==> src/rtl/uart_tx_if.sv <==
`default_nettype none
// ============================================================================
//  Module   : uart_tx_if
//  Purpose  : Byte valid/ready handshake between a byte source and uart_tx.
//  Revision : 1.0  initial release
// ============================================================================
interface uart_tx_if #(
  parameter int DATA_W = 8
) ();
  logic [DATA_W-1:0] data_in;
  logic              data_valid;
  logic              data_ready;

  modport master (output data_in, output data_valid, input data_ready);
  modport slave  (input data_in, input data_valid, output data_ready);
endinterface
`default_nettype wire

==> src/rtl/uart_tx.sv <==
`default_nettype none
// ============================================================================
//  Module   : uart_tx
//  Purpose  : 8N1/8N2 UART transmitter with a one-entry hold register so
//             consecutive bytes go out back-to-back with no idle gap.
//  Revision : 1.0  initial release
// ============================================================================
module uart_tx #(
  parameter int CLKS_PER_BIT = 16,
  parameter int DATA_W       = 8,
  parameter int STOP_BITS    = 1
) (
  input  wire logic clk,
  input  wire logic rst,
  uart_tx_if.slave  bus,
  output logic      tx,
  output logic      busy,
  output logic      tx_done
);

  localparam int CW = (CLKS_PER_BIT > 1) ? $clog2(CLKS_PER_BIT) : 1;
  localparam logic [CW-1:0] C_BAUD_LAST = CW'(CLKS_PER_BIT - 1);
  localparam logic [3:0]    C_DATA_LAST = 4'(DATA_W - 1);
  localparam logic [3:0]    C_STOP_LAST = 4'(STOP_BITS - 1);

  typedef enum logic [1:0] {
    S_IDLE  = 2'd0,
    S_START = 2'd1,
    S_DATA  = 2'd2,
    S_STOP  = 2'd3
  } state_t;

  state_t            r_state;
  logic [CW-1:0]     r_baud;
  logic [3:0]        r_bit_idx;
  logic [DATA_W-1:0] r_shift;
  logic [DATA_W-1:0] r_hold;
  logic              r_hold_full;
  logic              r_ready;
  logic              r_tx;
  logic              r_busy;
  logic              r_tx_done;

  logic w_accept;
  logic w_bit_end;
  logic w_stop_end;
  logic w_unload;
  logic w_to_idle;
  logic w_hold_full_nxt;

  assign w_accept   = bus.data_valid && r_ready;
  assign w_bit_end  = (r_baud == C_BAUD_LAST);
  assign w_stop_end = (r_state == S_STOP) && w_bit_end && (r_bit_idx == C_STOP_LAST);
  // The hold register is unloaded either from idle or straight out of the last stop bit.
  assign w_unload   = ((r_state == S_IDLE) || w_stop_end) && r_hold_full;
  assign w_to_idle  = ((r_state == S_IDLE) || w_stop_end) && !r_hold_full;
  assign w_hold_full_nxt = w_accept ? 1'b1 : (w_unload ? 1'b0 : r_hold_full);

  always_ff @(posedge clk or posedge rst) begin
    if (rst) begin
      r_state     <= S_IDLE;
      r_baud      <= '0;
      r_bit_idx   <= '0;
      r_shift     <= '0;
      r_hold      <= '0;
      r_hold_full <= 1'b0;
      r_ready     <= 1'b1;
      r_tx        <= 1'b1;
      r_busy      <= 1'b0;
      r_tx_done   <= 1'b0;
    end else begin
      r_tx_done   <= 1'b0;
      r_hold_full <= w_hold_full_nxt;
      r_ready     <= !w_hold_full_nxt;
      r_busy      <= !w_to_idle || w_hold_full_nxt;
      if (w_accept) begin
        r_hold <= bus.data_in;
      end
      if (r_state != S_IDLE) begin
        r_baud <= w_bit_end ? '0 : r_baud + CW'(1);
      end

      case (r_state)
        S_IDLE: begin
          if (r_hold_full) begin
            r_state <= S_START;
            r_shift <= r_hold;
            r_tx    <= 1'b0;
            r_baud  <= '0;
          end
        end
        S_START: begin
          if (w_bit_end) begin
            r_state   <= S_DATA;
            r_bit_idx <= '0;
            r_tx      <= r_shift[0];
          end
        end
        S_DATA: begin
          if (w_bit_end) begin
            if (r_bit_idx == C_DATA_LAST) begin
              r_state   <= S_STOP;
              r_bit_idx <= '0;
              r_tx      <= 1'b1;
            end else begin
              r_bit_idx <= r_bit_idx + 4'd1;
              r_shift   <= r_shift >> 1;
              r_tx      <= r_shift[1];
            end
          end
        end
        S_STOP: begin
          if (w_bit_end) begin
            if (r_bit_idx == C_STOP_LAST) begin
              r_tx_done <= 1'b1;
              r_bit_idx <= '0;
              if (r_hold_full) begin
                r_state <= S_START;
                r_shift <= r_hold;
                r_tx    <= 1'b0;
                r_baud  <= '0;
              end else begin
                r_state <= S_IDLE;
              end
            end else begin
              r_bit_idx <= r_bit_idx + 4'd1;
            end
          end
        end
        default: r_state <= S_IDLE;
      endcase
    end
  end

  assign bus.data_ready = r_ready;
  assign tx             = r_tx;
  assign busy           = r_busy;
  assign tx_done        = r_tx_done;

endmodule
`default_nettype wire
==> src/flat_wrapper.sv <==
// flat-port wrapper written by rule: the top's interface ports become plain ports
module uart_tx_flat 
#(
  parameter int CLKS_PER_BIT = 16,
  parameter int DATA_W       = 8,
  parameter int STOP_BITS    = 1
)
  (clk, rst, tx, busy, tx_done, bus_data_in, bus_data_valid, bus_data_ready);
  uart_tx_if #(.DATA_W(DATA_W)) bus_i ();
  input  wire logic clk;
  input  wire logic rst;
  output logic tx;
  output logic busy;
  output logic tx_done;
  input wire logic [$bits(bus_i.data_in)-1:0] bus_data_in;
  input wire logic [$bits(bus_i.data_valid)-1:0] bus_data_valid;
  output wire logic [$bits(bus_i.data_ready)-1:0] bus_data_ready;
  assign bus_i.data_in = bus_data_in;
  assign bus_i.data_valid = bus_data_valid;
  assign bus_data_ready = bus_i.data_ready;
  uart_tx #(.CLKS_PER_BIT(CLKS_PER_BIT), .DATA_W(DATA_W), .STOP_BITS(STOP_BITS)) u_core (.clk(clk), .rst(rst), .bus(bus_i), .tx(tx), .busy(busy), .tx_done(tx_done));
endmodule
==> config.mk <==
export PLATFORM = sky130hd
export DESIGN_NAME = uart_tx_flat
export DESIGN_NICKNAME = d
export VERILOG_FILES = /design/src/rtl/uart_tx_if.sv /design/src/rtl/uart_tx.sv /design/src/flat_wrapper.sv
export SDC_FILE = /design/constraint.sdc
export NUM_CORES = 1
export LEC_CHECK = 0
export CAP_MARGIN = 10
export CORE_ASPECT_RATIO = 1.5
export CORE_MARGIN = 2
export CORE_UTILIZATION = 30
export CTS_CLUSTER_DIAMETER = 120
export DETAILED_ROUTE_END_ITERATION = 8
export HOLD_SLACK_MARGIN = 0.02
export PLACE_DENSITY = 0.54
export SKIP_LAST_GASP = 1
export SLEW_MARGIN = 20
export SYNTH_ARGS = -nofsm -noshare
export SYNTH_HDL_FRONTEND = slang
export SYNTH_SLANG_ARGS = --single-unit
==> constraint.sdc <==
create_clock -name clk -period 2 [get_ports clk]
set_input_delay 0.4 -clock clk [delete_from_list [all_inputs] [get_ports clk]]
set_output_delay 0.4 -clock clk [all_outputs]
set_load 0.005 [all_outputs]
==> results of run 1 <==
-- flip-flops by register name, summed over array words and instances (netlist names) --
name,flops
u_core.bus.data_ready,1
u_core.r_shift,8
u_core.r_baud,4
u_core.r_hold,8
u_core.tx,1
u_core.busy,1
u_core.r_state,2
u_core.tx_done,1
u_core.r_bit_idx,4
u_core.r_hold_full,1
-- through the flow --
step           util, %  setup WS [ps]  area, um^2  setup TNS (ps)  hold slack, ps
2_1_floorplan        -           55.3        1630               0             465
3_3_place_gp      36.5           70.1        1900               0             483
3_5_place_dp      36.5          -31.4        1900           -31.4             488
4_1_cts           38.8           33.7        2020               0             503
5_1_grt           39.1           5.99        2040               0             516
6_report          39.1           60.4        2040               0             500
-- kinds of logic after synthesis --
logic type	after synthesis	share of synthesized area, %
AND/OR/NAND/NOR	34	11.5
XOR/XNOR	1	0.536
multiplexers	25	17.4
adder cells (fa/ha/maj)	7	5.36
flip-flops	31	47.7
buffers and inverters	16	4.37
AO/OA/AOI/OAI	27	13.2
-- cells in the mapped netlist, types with 4 or more instances --
master   number  area [um^2]
a21oi_1       4         20.0
a22o_1        4         35.0
dfrtp_1      29          726
ha_1          7         87.6
inv_1         9         33.8
mux2_2       22          248
nand2_1       7         26.3
nor2_1        7         26.3
o21ai_0       5         25.0
-- power by group --
group / total [mW] / leakage, nW / switching [mW] / internal [mW]
clock: 0.549 / 0.0505 / 0.236 / 0.313
sequential: 1.10 / 0.376 / 0.188 / 0.908
combinational: 1.59 / 0.433 / 0.684 / 0.908
-- per-layer routing --
metal | vias to the layer above | global-route usage, % | share of wire [%]
li1 | 551 | - | -
met1 | 573 | 12.3 | 42
met2 | 21 | 20.3 | 54
met3 | 5 | 2.98 | 3.0
met4 | 0 | 4.08 | 1.1
met5 | - | 0 | 0
-- worst max-delay path by stage --
stage                         to  cells after the start
6_report       u_core.r_state[1]                      5
5_1_grt        u_core.r_state[1]                      5
4_1_cts        u_core.r_state[1]                      6
3_5_place_dp   u_core.r_state[1]                      6
3_3_place_gp   u_core.r_state[1]                      6
2_1_floorplan  u_core.r_state[1]                      6
-- repair_timing --
action / CTS / global route
resized for setup: 1 / 3
endpoints found under the setup margin: 1 / 5
gates cloned: 0 / 0
endpoints found under the hold margin: 0 / 0
pin swaps: 1 / 1
buffers inserted: 2 / 1
-- worst max-delay path: cells and delay by family, from the launching register on --
family / cells / cell delay [ps]
adders and majority gates: 1 / 270
DFF: 1 / 440
AOI/OAI and AO/OA: 1 / 280
muxes: 1 / 290
and+or+nand+nor: 2 / 560
-- area by class of cell --
| cell class | instances | area [um^2] |
|---|---|---|
| fillers | 526 | 3170 |
| multi-input cells | 94 | 792 |
| repair buffers | 26 | 243 |
| flip-flops and latches | 31 | 778 |
| clock inverters | 1 | 7.51 |
| clock buffers | 7 | 96.3 |
| well taps | 68 | 85.1 |
| inverters | 9 | 33.8 |
==> impl_results.md, run 1 <==
- Total power: between 3 and 4 mW
- RSZ-0062 raised after global routing: false
- CP max stage cell: dfrtp_1
- Overall die width: roughly 64 um
- Number of synthesis warnings: 0
- CP Class: reg -> reg
- Total GRT Usage: 11.2%
- Critical Path Sink Type: flop
- CTS tree: done
- Chip height: between 90 and 100 um
- Hold_buf cts: 0
- #FFs+latches synth: 31
- Critical Path RT: 2170 ps
- Reg2reg end: u_core.r_state[1]
- Largest net degree at the start of global routing: 32
- Setup slack, reg-to-reg: 60 ps
- Number of max-cap violations: 0
- Post-Syn Area: between 0.0015 and 0.002 mm^2
- Part of the cycle the worst path needs: between 90% and 100%
- Clock root buffer: clkbuf_8
- CTS Buf Count: 5
- I/O pin total: 15
- Commonest non-fill, non-tap cell in the layout: dfrtp_1
- Row count: 32
- Final setup viols: 0
- Initial antenna violation count: 0
- Vias: 1150
- Post-Syn Area per Cell: about 12 um^2
- # diodes: 0
- Vias/cell: 4.87
- Placed Cells: ~230
- Grt ovf: 0
- Worst vdd ir: 0.654 mV
- First-pass GRT wire length: approximately 5300 um
- Worst Tran Pin Value: 387 ps
- H-Tree Depth: 2
- Slew Limit Fails: 0
- Initial Utilization: 31.4%
- Crit. Startpoint: u_core.r_state[1]
- Clock latency on the worst-skew pair: 280 ps
- Ys flop type: dfrtp_1
- Final hold viol count: 0
- Core area: between 0.005 and 0.006 mm^2
- Slew HR: approximately 74%
- Clock Path Buffers: 2
- Crit path launch type: flop
- Layout cells sized above 1: 32.7%
- Gate Count Post-Synth: roughly 140
- Arr. time, crit path: about 2100 ps
- Fin cells: approximately 240
- Min Tclk post-route: about 1900 ps
- 1st-pass router iterations: 4
- Post-synthesis sequential area ratio: a little under half
- Syn_nets: ~160
- Fmax: between 0.5 and 0.6 GHz
- Routed wire per std cell: between 10 and 15 um
- Most frequent cells in the layout: dfrtp_1 (29), mux2_2 (22), clkdlybuf4s50_1 (14)
- CTS clk-pin slew, worst paths: around 70 ps
- Final layout net count: 185
- Worst-path cell chain: ha_1, or2_1, o21ai_0, and3_4, mux2_4
- Number of global-route vias before repair: between 1000 and 1500
- Worst r2r src: u_core.r_state[1]
- Yosys cell types: 40
- Pleak: between 0.8 and 0.9 nW
- Die footprint: ~0.006 mm^2
- Crit-path max FO: 5
- Share of synthesized registers carrying an async set or reset: 100%
- Final HPWL DP: 2280 um
- Skew final: ~3.6 ps
- Remaining DRCs: 0
- Pwr Density: 1590 mW/mm^2
- Final WL: 3060 um
- GP Congestion: ~0.76
- Clock Sinks: 31
- Port Buffers: 14
- Number of enable flip-flop cells after synthesis: 0
- Max stage delay on crit path: between 400 and 500 ps
- Synthesis-to-layout area growth: 24.7%
- Status: complete, no violations
- Antenna-violating nets left: 0
- R2R cell count: 5
- Hold Crit Class: in -> async
- Iteration-0 DRC Markers: 31
(Power assumes the default switching activity.)
==> run 2: changes to the inputs <==
--- a/config.mk
+++ b/config.mk
@@ -5,7 +5,7 @@
 export SDC_FILE = /design/constraint.sdc
 export NUM_CORES = 1
 export LEC_CHECK = 0
-export CAP_MARGIN = 10
+export ABC_AREA = 1
 export CORE_ASPECT_RATIO = 1.5
 export CORE_MARGIN = 2
 export CORE_UTILIZATION = 30
==> run 2 against run 1 <==
Combinational power down 93%. Worst setup slack better by 230 ps. Sequential cell count unchanged. First-iteration DRC count up 23%. Largest power group is now sequential cells.
==> impl_results.md, run 2 <==
- R2R cell count: 8
- Worst vdd ir: between 0.3 and 0.4 mV
- CP Class: reg -> out
- Max stage delay on crit path: roughly 530 ps
- Number of synthesis warnings: 0
- Number of global-route vias before repair: around 1300
- Chip height: between 90 and 100 um
- Overall die width: roughly 64 um
- Worst Tran Pin Value: about 440 ps
- Setup slack, reg-to-reg: 300 ps
- Crit path launch type: flop
- Final core area utilization: approximately 38%
- Clock Path Buffers: 2
- Gate Count Post-Synth: between 150 and 200
- Final WL: around 3400 um
- Ys flop type: dfrtp_1
- GP Congestion: between 0.7 and 0.8
- Most frequent cells in the layout: nand2_1 (66), dfrtp_1 (29), nand3_1 (23)
- Antenna-violating nets left: 0
- Post-Syn Area: roughly 0.0016 mm^2
- Share of synthesized registers carrying an async set or reset: between 90% and 100%
- Port Buffers: 14
- Post-Syn Area per Cell: between 8 and 9 um^2
- Crit-path max FO: 2
- Arr. time, crit path: 1310 ps
- Remaining DRCs: 0
- Post-CTS setup buffer count: 0
- Synthesis-to-layout area growth: 20.9%
- Part of the cycle the worst path needs: 85.5%
- Final setup viols: 0
- CP max stage cell: dfstp_2
- Clock root buffer: clkbuf_8
- Status: complete, no violations
- Initial antenna violation count: 0
- Hold path depth: 2
- Skew final: about 3.4 ps
- Vias: between 1000 and 1500
- Pwr Density: approximately 710 mW/mm^2
- H-Tree Depth: 2
- I/O pin total: 15
- Routed wire per std cell: 12.0 um
- Yosys cell types: 24
- Die footprint: between 0.005 and 0.006 mm^2
- Final layout net count: roughly 230
- End of the worst hold path: u_core.r_shift[7]
- CTS clk-pin slew, worst paths: around 70 ps
- Reg2reg end: u_core.r_shift[4]
- Grt ovf: 0
- Fmax: 0.585 GHz
- Vias/cell: between 4 and 5
- Family with the most delay on the worst path: flip-flops
- CTS tree: done
- RSZ-0062 raised after global routing: false
- Initial Utilization: 31.1%
- Largest net degree at the start of global routing: 32
- Top-count cell post-synth: nand2_1
- Hold Crit Class: reg -> reg
- Final HPWL DP: roughly 2600 um
- #FFs+latches synth: 31
- Pleak: 0.963 nW
- Commonest non-fill, non-tap cell in the layout: nand2_1
- Slew Limit Fails: 0
- First-pass GRT wire length: roughly 6000 um
- Final hold viol count: 0
- Layout cells sized above 1: about an eighth
- Worst path bufs/invs: 1
- Largest regs: u_core.r_hold: 8 flops, u_core.r_shift: 8 flops
- Placed Cells: between 200 and 300
- Worst r2r src: u_core.r_state[0]
- Gates resized, CTS repair: 0
- Post-synthesis sequential area ratio: between 40% and 50%
- Commonest cells in the netlist: nand2_1 (66), dfrtp_1 (29), nand3_1 (23)
- Syn_nets: between 200 and 250
- Slew HR: a little over two thirds
- Min Tclk post-route: 1710 ps
- Critical Path Sink Type: primary output
- Total GRT Usage: a little over an eighth
- Core area: 0.00516 mm^2
- # diodes: 0
- Fin cells: approximately 280
- Hold Crit Start: u_core.r_shift[7]
- Setup TNS: 0 ps
- Clock latency on the worst-skew pair: 280 ps
- Share of the synthesized area in the top cell type: between 40% and 50%
- Worst-path cell chain: clkdlybuf4s50_1
- CTS Buf Count: 5
- Area leader, netlist: dfrtp_1
- Number of max-cap violations: 0
- Ranking of synthesized cells by area: dfrtp_1 (45%), nand2_1 (15%), nand3_1 (7.2%)
- Hold_buf cts: 0
- 1st-pass router iterations: 4
- Number of enable flip-flop cells after synthesis: 0
- Iteration-0 DRC Markers: 38
- Row count: 32
- Critical Path RT: ~1600 ps
- Clock Sinks: 31
[run 2: cell types whose count changed after synthesis, moves of 4 or more]
cell,previous run,this run
nor2_1,7,14
mux2_2,22,6
inv_1,9,17
a22o_1,4,0
nand2_1,7,66
o21ai_0,5,9
nand3_1,2,23
[run 2: kinds of logic (layout without fill, tap and decap cells)]
| logic type | count (synthesis) | after routing | synth area share, % |
|---|---|---|---|
| xor+xnor | 1 | 1 | 0.545 |
| simple gates | 110 | 110 | 29.3 |
| mux | 7 | 7 | 4.83 |
| buf+inv | 21 | 43 | 5.14 |
| flops | 31 | 31 | 48.4 |
| fa+ha+maj | 7 | 7 | 5.45 |
| compound gates | 16 | 16 | 6.31 |
[run 2: metrics by stage]
step                      hold slack [ps]  power [mW]  setup WS [ps]  instance area [um^2]
after CTS                             477        1.41            280                  1940
after detailed placement              459       0.846            321                  1840
after global routing                  501        1.45            104                  1940
after global placement                457       0.843            346                  1840
after floorplan                       442       0.791            596                  1610
final                                 474        1.38            290                  1940
[run 2: how the worst max path moves through the flow]
| stage | from | end | slack (ps) | cells past startpoint |
|---|---|---|---|---|
| after detailed placement | u_core.r_state[0] | u_core.r_shift[4] | 320 | 8 |
| after global routing | u_core.r_state[0] | u_core.r_shift[3] | 100 | 8 |
| after global placement | bus_data_valid | u_core.r_hold[1] | 350 | 3 |
| after floorplan | u_core.r_state[0] | u_core.r_shift[0] | 600 | 8 |
| after CTS | u_core.bus.data_ready | bus_data_ready | 280 | 1 |
| final | u_core.bus.data_ready | bus_data_ready | 290 | 1 |
[run 2: area by class of cell]
type                       instances  area [um^2]
tap                               68         85.1
clock buffer                       7         96.3
timing repair buffer              17          163
sequential                        31          778
multi-input combinational        141          746
fill                             534         3220
inverter                          18         67.6
clock inverter                     1         7.51
[run 2: where the power goes]
group / internal [mW] / switching, mW / total (mW)
Sequential: 0.690 / 0.0349 / 0.725
Combinational: 0.0618 / 0.0429 / 0.105
Clock: 0.313 / 0.243 / 0.555
Total: 1.06 / 0.321 / 1.38
[run 2: routing by layer]
layer | vias to the layer above | part of all wire (%) | track usage (%)
li1 | 658 | - | -
met1 | 609 | 40 | 13.5
met2 | 22 | 55 | 23.8
met3 | 10 | 2.5 | 3.01
met4 | 0 | 3.2 | 7.25
met5 | - | 0 | 0
